--- src/rtl/pipe_ctrl.sv ---
// In-order pipeline hazard controller: operand bypass, load-use stall, flush, halt/drain, write-back.
// Optional build macro PIPE_CTRL_PERF_EN adds 32-bit stall/flush/retire counters.
module pipe_ctrl #(
  parameter int DATA_W = 64,
  parameter int REG_AW = 5,
  parameter int STAGES = 4
) (
  input  logic              clk,
  input  logic              rst,
  input  logic              in_valid,
  input  logic [REG_AW-1:0] in_rd,
  input  logic              in_wen,
  input  logic              in_is_load,
  input  logic [REG_AW-1:0] in_rs1,
  input  logic [REG_AW-1:0] in_rs2,
  output logic              in_ready,
  input  logic [DATA_W-1:0] ex_result,
  input  logic [DATA_W-1:0] mem_rdata,
  input  logic              flush,
  input  logic              halt_req,
  output logic              fwd_hit1,
  output logic              fwd_hit2,
  output logic [DATA_W-1:0] fwd_data1,
  output logic [DATA_W-1:0] fwd_data2,
  output logic              wb_valid,
  output logic [REG_AW-1:0] wb_rd,
  output logic [DATA_W-1:0] wb_data,
  output logic              halted,
  output logic [31:0]       stall_cnt,
  output logic [31:0]       flush_cnt,
  output logic [31:0]       retire_cnt
);

  localparam int LAST = STAGES - 1;

  logic [STAGES-1:0] s_vld;
  logic [STAGES-1:0] s_wen;
  logic [STAGES-1:0] s_ld;
  logic [REG_AW-1:0] s_rd  [STAGES];
  logic [DATA_W-1:0] s_dat [STAGES];
  logic [DATA_W-1:0] s_fwd [STAGES];

  logic [REG_AW-1:0] rs      [2];
  logic [DATA_W-1:0] fdat    [2];
  logic [1:0]        hit;
  logic [1:0]        use_ld;

  logic halt_q;
  logic halted_q;
  logic halt_eff;
  logic stall;
  logic accept;
  logic any_vld;

  assign rs[0] = in_rs1;
  assign rs[1] = in_rs2;

  // Value a consumer would read from each stage this cycle.
  always_comb begin
    for (int k = 0; k < STAGES; k++) s_fwd[k] = s_dat[k];
    s_fwd[0] = ex_result;
    s_fwd[1] = s_ld[1] ? mem_rdata : s_dat[1];
  end

  // Scan oldest to youngest so the youngest match overrides.
  always_comb begin
    for (int j = 0; j < 2; j++) begin
      hit[j]    = 1'b0;
      use_ld[j] = 1'b0;
      fdat[j]   = '0;
      for (int k = LAST; k >= 0; k--) begin
        if (s_vld[k] && s_wen[k] && (s_rd[k] != '0) && (s_rd[k] == rs[j])) begin
          hit[j]    = 1'b1;
          fdat[j]   = s_fwd[k];
          use_ld[j] = (k == 0) && s_ld[k];
        end
      end
    end
  end

  assign fwd_hit1  = hit[0];
  assign fwd_hit2  = hit[1];
  assign fwd_data1 = fdat[0];
  assign fwd_data2 = fdat[1];

  // A flush already discards the decode slot, so it suppresses the load-use stall.
  assign stall    = (|use_ld) & ~flush;
  assign halt_eff = halt_q | halt_req;
  assign in_ready = ~stall & ~halt_eff;
  assign accept   = in_valid & in_ready & ~flush;
  assign any_vld  = |s_vld;
  assign halted   = halted_q | (halt_eff & ~any_vld);

  assign wb_valid = s_vld[LAST] & s_wen[LAST] & (s_rd[LAST] != '0);
  assign wb_rd    = s_rd[LAST];
  assign wb_data  = s_dat[LAST];

  always_ff @(posedge clk) begin
    if (rst) begin
      s_vld    <= '0;
      s_wen    <= '0;
      s_ld     <= '0;
      for (int k = 0; k < STAGES; k++) begin
        s_rd[k]  <= '0;
        s_dat[k] <= '0;
      end
      halt_q   <= 1'b0;
      halted_q <= 1'b0;
    end else begin
      s_vld[0] <= accept;
      s_wen[0] <= accept & in_wen;
      s_ld[0]  <= accept & in_is_load;
      s_rd[0]  <= accept ? in_rd : '0;
      s_dat[0] <= '0;
      for (int k = 1; k < STAGES; k++) begin
        s_vld[k] <= s_vld[k-1];
        s_wen[k] <= s_wen[k-1];
        s_ld[k]  <= s_ld[k-1];
        s_rd[k]  <= s_rd[k-1];
        s_dat[k] <= s_dat[k-1];
      end
      s_dat[1] <= ex_result;
      s_dat[2] <= s_ld[1] ? mem_rdata : s_dat[1];
      halt_q   <= halt_eff;
      halted_q <= halted;
    end
  end

`ifdef PIPE_CTRL_PERF_EN
  logic [31:0] stall_q;
  logic [31:0] flush_q;
  logic [31:0] retire_q;

  always_ff @(posedge clk) begin
    if (rst) begin
      stall_q  <= '0;
      flush_q  <= '0;
      retire_q <= '0;
    end else begin
      stall_q  <= stall_q + {31'd0, stall};
      flush_q  <= flush_q + {31'd0, flush};
      retire_q <= retire_q + {31'd0, wb_valid};
    end
  end

  assign stall_cnt  = stall_q;
  assign flush_cnt  = flush_q;
  assign retire_cnt = retire_q;
`else
  assign stall_cnt  = '0;
  assign flush_cnt  = '0;
  assign retire_cnt = '0;
`endif

endmodule

--- config.mk ---
export PLATFORM = sky130hd
export DESIGN_NAME = pipe_ctrl
export DESIGN_NICKNAME = d
export VERILOG_FILES = /design/src/rtl/pipe_ctrl.sv
export SDC_FILE = /design/constraint.sdc
export NUM_CORES = 1
export LEC_CHECK = 0
export BUFFER_PORTS_ARGS = -buffer_cell sky130_fd_sc_hd__buf_2
export CAP_MARGIN = 20
export CELL_PAD_IN_SITES_DETAIL_PLACEMENT = 1
export CELL_PAD_IN_SITES_GLOBAL_PLACEMENT = 1
export CORE_MARGIN = 2
export CORE_UTILIZATION = 40
export DETAILED_ROUTE_END_ITERATION = 8
export GPL_ROUTABILITY_DRIVEN = 0
export PLACE_DENSITY_LB_ADDON = 0.1
export SYNTH_ARGS = -nofsm -noshare
export SYNTH_HDL_FRONTEND = slang
export SYNTH_SLANG_ARGS = --single-unit
--- constraint.sdc ---
create_clock -name clk -period 7.72 [get_ports clk]
set_clock_uncertainty 0.05 [all_clocks]
set_input_delay 2.316 -clock clk [delete_from_list [all_inputs] [get_ports clk]]
set_output_delay 2.316 -clock clk [all_outputs]
set_load 0.01 [all_outputs]
==> impl_results.md <==
- Number of placement rows: 65
- Worst-Margin Slew: between 0.9 and 1 ns
- Critical path peak fanout: 31
- Count of clock tree sinks: between 200 and 250
- Kind of start point of the critical path: input port
- Endpoint with the worst hold slack: s_wen[2]$_SDFF_PP0_
- Count of flip-flops with a built-in enable after synthesis: 0
- Worst-case clock buffer depth: 3
- Crit path top cell by count: buf_2
- RSZ-0062 raised after global routing: no
- Hold-fix buffers, CTS: 0
- Reg-to-reg endpoint: s_rd[0][0]$_SDFF_PP0_
- Initial antenna violation count: 5
- Die Width: roughly 180 um
- WP data required: about 5.4 ns
- Combined global-route utilization of all metal layers: between 20% and 30%
- Type of the most critical hold path: flip-flop to flip-flop
- Final sum of negative setup slack: 0 ns
- Number of non-filler instances in the completed layout: 2056
- Setup crit end kind: output port
- Wire length per cell after detailed routing: around 23 um
- Yosys warning total: 0
- Top library cells by usage in the layout, fill and taps aside: 350 x buf_2, 223 x dfxtp_1, 193 x nor2_1
- F_max: about 140 MHz
- Setup fix buffers added after clock tree synthesis: 0
- Worst hold margin: ~0.41 ns
- Post-CTS resize count: 0
- Max Transition Viols Final: 0
- Minimum clock period after layout: ~7.1 ns
- Remaining max-slew budget at the tightest pin: 33.4%
- CTS H-Tree Depth: 1
- #FFs+latches synth: 224
- IR Drop Worst-Case VDD: about 0.11 mV
- CTS tree: built
- Num ports: 448
- Most used flip-flop cell after synthesis: dfxtp_1
- Number of cells produced by synthesis: roughly 1400
- Count of nets left with antenna violations after detail routing: 0
- Initial core utilization: slightly above 40%
- First element of the critical path: in_rs1[0]
- Worst Slack Setup Final: about 0.64 ns
- TritonCTS Buffers: 27
- Sequential-to-total area share from yosys stat: a little over a third
- Critical-path cell with the highest stage delay: and3_2
- Mapped Avg Cell Area: 9.12 um2
- DR pass1 iterations: 5
- Hold Crit Start: s_wen[1]$_SDFF_PP0_
- Layout cells sized above 1: 34.2%
- Setup slack, reg-to-reg: between 4 and 5 ns
- Hold depth: 1
- Max-cap violations: 0
- Final Hold Violating Endpoints: 0
- Maximum number of pins on one net before global-route repair: 94
- Pwr Density: 177 nW/um2
- # placed instances: about 2000
- Number of vias in the routed layout: approximately 11000
- Status: finished, final reports clean
- Number of vias per cell after detailed routing: 5.52
- R2R depth: 6
- Final wirelength: 47100 um
- Top delay family on crit path: simple AND/OR/NAND/NOR gates
- Async S/R FF share, synth: 0%
- Clock insertion delay at the later pin of the skew report: 0.54 ns
- Post-synthesis cell type count: 36
- Number of global-route vias before repair: 11483
- Final critical-path share of the clock period: around nine tenths
- Clk pin slew, worst setup/hold paths: approximately 0.060 ns
- Startpoint of the worst-slack reg-to-reg timing path: s_rd[0][1]$_SDFF_PP0_
- Data arrival at the endpoint of the critical path: 4.72 ns
- Post-placement setup slack: roughly 0.63 ns
- Count of input and output buffers: around 350
- Layout Nets: between 1500 and 2000
- Leftover overflow at the end of global routing: 0
- Leakage power total: 6.10 nW
- CTS root buf: clkbuf_16
- Layout area overhead: 16.0%
- First-pass GRT wire length: around 70000 um
- Delay contributed by the slowest stage of the critical path: about 0.65 ns
- Buffer and inverter count on the worst path: 3
- Mapped Area: 12900 um2
- Critical-path cell list: buf_2 -> xor2_1 -> nor3_1 -> and3_2 -> buf_12 -> a211oi_1 -> a221oi_2 -> buf_2
- Die height: between 150 and 200 um
- Placeable Area: approximately 32000 um2
- Critical path class: input port to output port
- Post-DP HPWL: slightly above 30000 um
- Number of endpoints failing setup at the final stage: 0
- Number of DRC violations after detailed routing: 0
- Most common cell after layout, fill and taps aside: buf_2
- First DRT Iteration DRCs: 556
- DIE AREA: 33700 um2
-- report_power, final --
group	leakage (nW)	internal, mW	switching [mW]	total (mW)
registers	1.84	1.20	0.0271	1.23
logic	3.85	0.0707	0.119	0.190
clock network	0.412	0.706	0.527	1.23
total	6.10	1.98	0.673	2.65
-- sequential cells by signal (all words and copies together) (netlist names) --
register,count
s_dat,192
s_rd,20
s_wen,4
s_ld,2
halted_q,1
s_vld,4
halt_q,1
-- how the worst max path moves through the flow --
stage | slack, ns | endpoint | cells after the start
final | 0.64 | fwd_data1[45] | 8
after global routing | 0.45 | fwd_data1[0] | 9
after CTS | 0.63 | fwd_data1[0] | 9
after detailed placement | 0.63 | fwd_data1[0] | 9
after global placement | 0.55 | fwd_data1[0] | 9
after floorplan | 1.47 | fwd_data1[10] | 7
-- final cells by class --
class / instances / area [um2]
tap: 402 / 503
clock buffer: 36 / 739
timing repair buffer: 383 / 2140
multi-input combinational: 991 / 6950
clock inverter: 13 / 105
sequential: 224 / 4490
fill: 3786 / 16700
inverter: 3 / 11.3
antenna: 4 / 10.0
-- stage by stage --
step	util, %	cell area (um2)	total power, mW
global placement	44.6	14100	1.44
CTS	47.2	14900	2.67
global route	47.2	14900	2.75
detailed placement	44.6	14100	1.44
floorplan	-	13200	1.40
finish	47.3	14900	2.65
-- worst register-to-register path, cell delays in order (launching register included) --
cell	delay, ns
dfxtp_1	0.35
or4_1	0.55
o211ai_2	0.30
or4_2	0.21
buf_4	0.76
a21boi_2	0.27
nor3b_1	0.28
-- cell families (layout without fill, tap and decap cells) --
group | Yosys count | in the layout | synth area share [%]
other cells | 1 | 100 | 0.0291
buf+inv | 294 | 435 | 14.5
xor+xnor | 38 | 38 | 2.58
simple gates | 524 | 524 | 20.5
flops | 224 | 224 | 34.8
compound gates | 264 | 264 | 22.3
mux | 69 | 69 | 5.36
-- cells in the mapped netlist (3+ instances only) --
| cell type | n | area (um2) |
|---|---|---|
| nand3_1 | 138 | 691 |
| buf_2 | 21 | 105 |
| mux2i_1 | 69 | 691 |
| xor2_1 | 25 | 219 |
| nor4_1 | 7 | 43.8 |
| nor3_1 | 3 | 15.0 |
| nor2b_1 | 151 | 945 |
| buf_6 | 14 | 158 |
| xnor2_1 | 13 | 114 |
| a221oi_1 | 3 | 26.3 |
| or4_1 | 4 | 30.0 |
| a21oi_1 | 5 | 25.0 |
| nand2_1 | 9 | 33.8 |
| inv_1 | 3 | 11.3 |
| buf_4 | 168 | 1260 |
| nor2_1 | 193 | 724 |
| buf_1 | 6 | 22.5 |
| nor3b_1 | 7 | 52.6 |
| clkbuf_1 | 82 | 308 |
| and2_1 | 4 | 25.0 |
| a211oi_1 | 129 | 968 |
| dfxtp_1 | 224 | 4480 |
| a221oi_2 | 120 | 1800 |
-- layer usage --
layer / global-route usage (%) / vias to the layer above / part of all wire [%]
met5: 0 / - / 0.015
met4: 9.38 / 2 / 2.9
met3: 4.66 / 85 / 6.1
met2: 45.3 / 418 / 48
met1: 33.9 / 5586 / 43
li1: - / 5250 / -
Power figures use the tool's default switching activity.
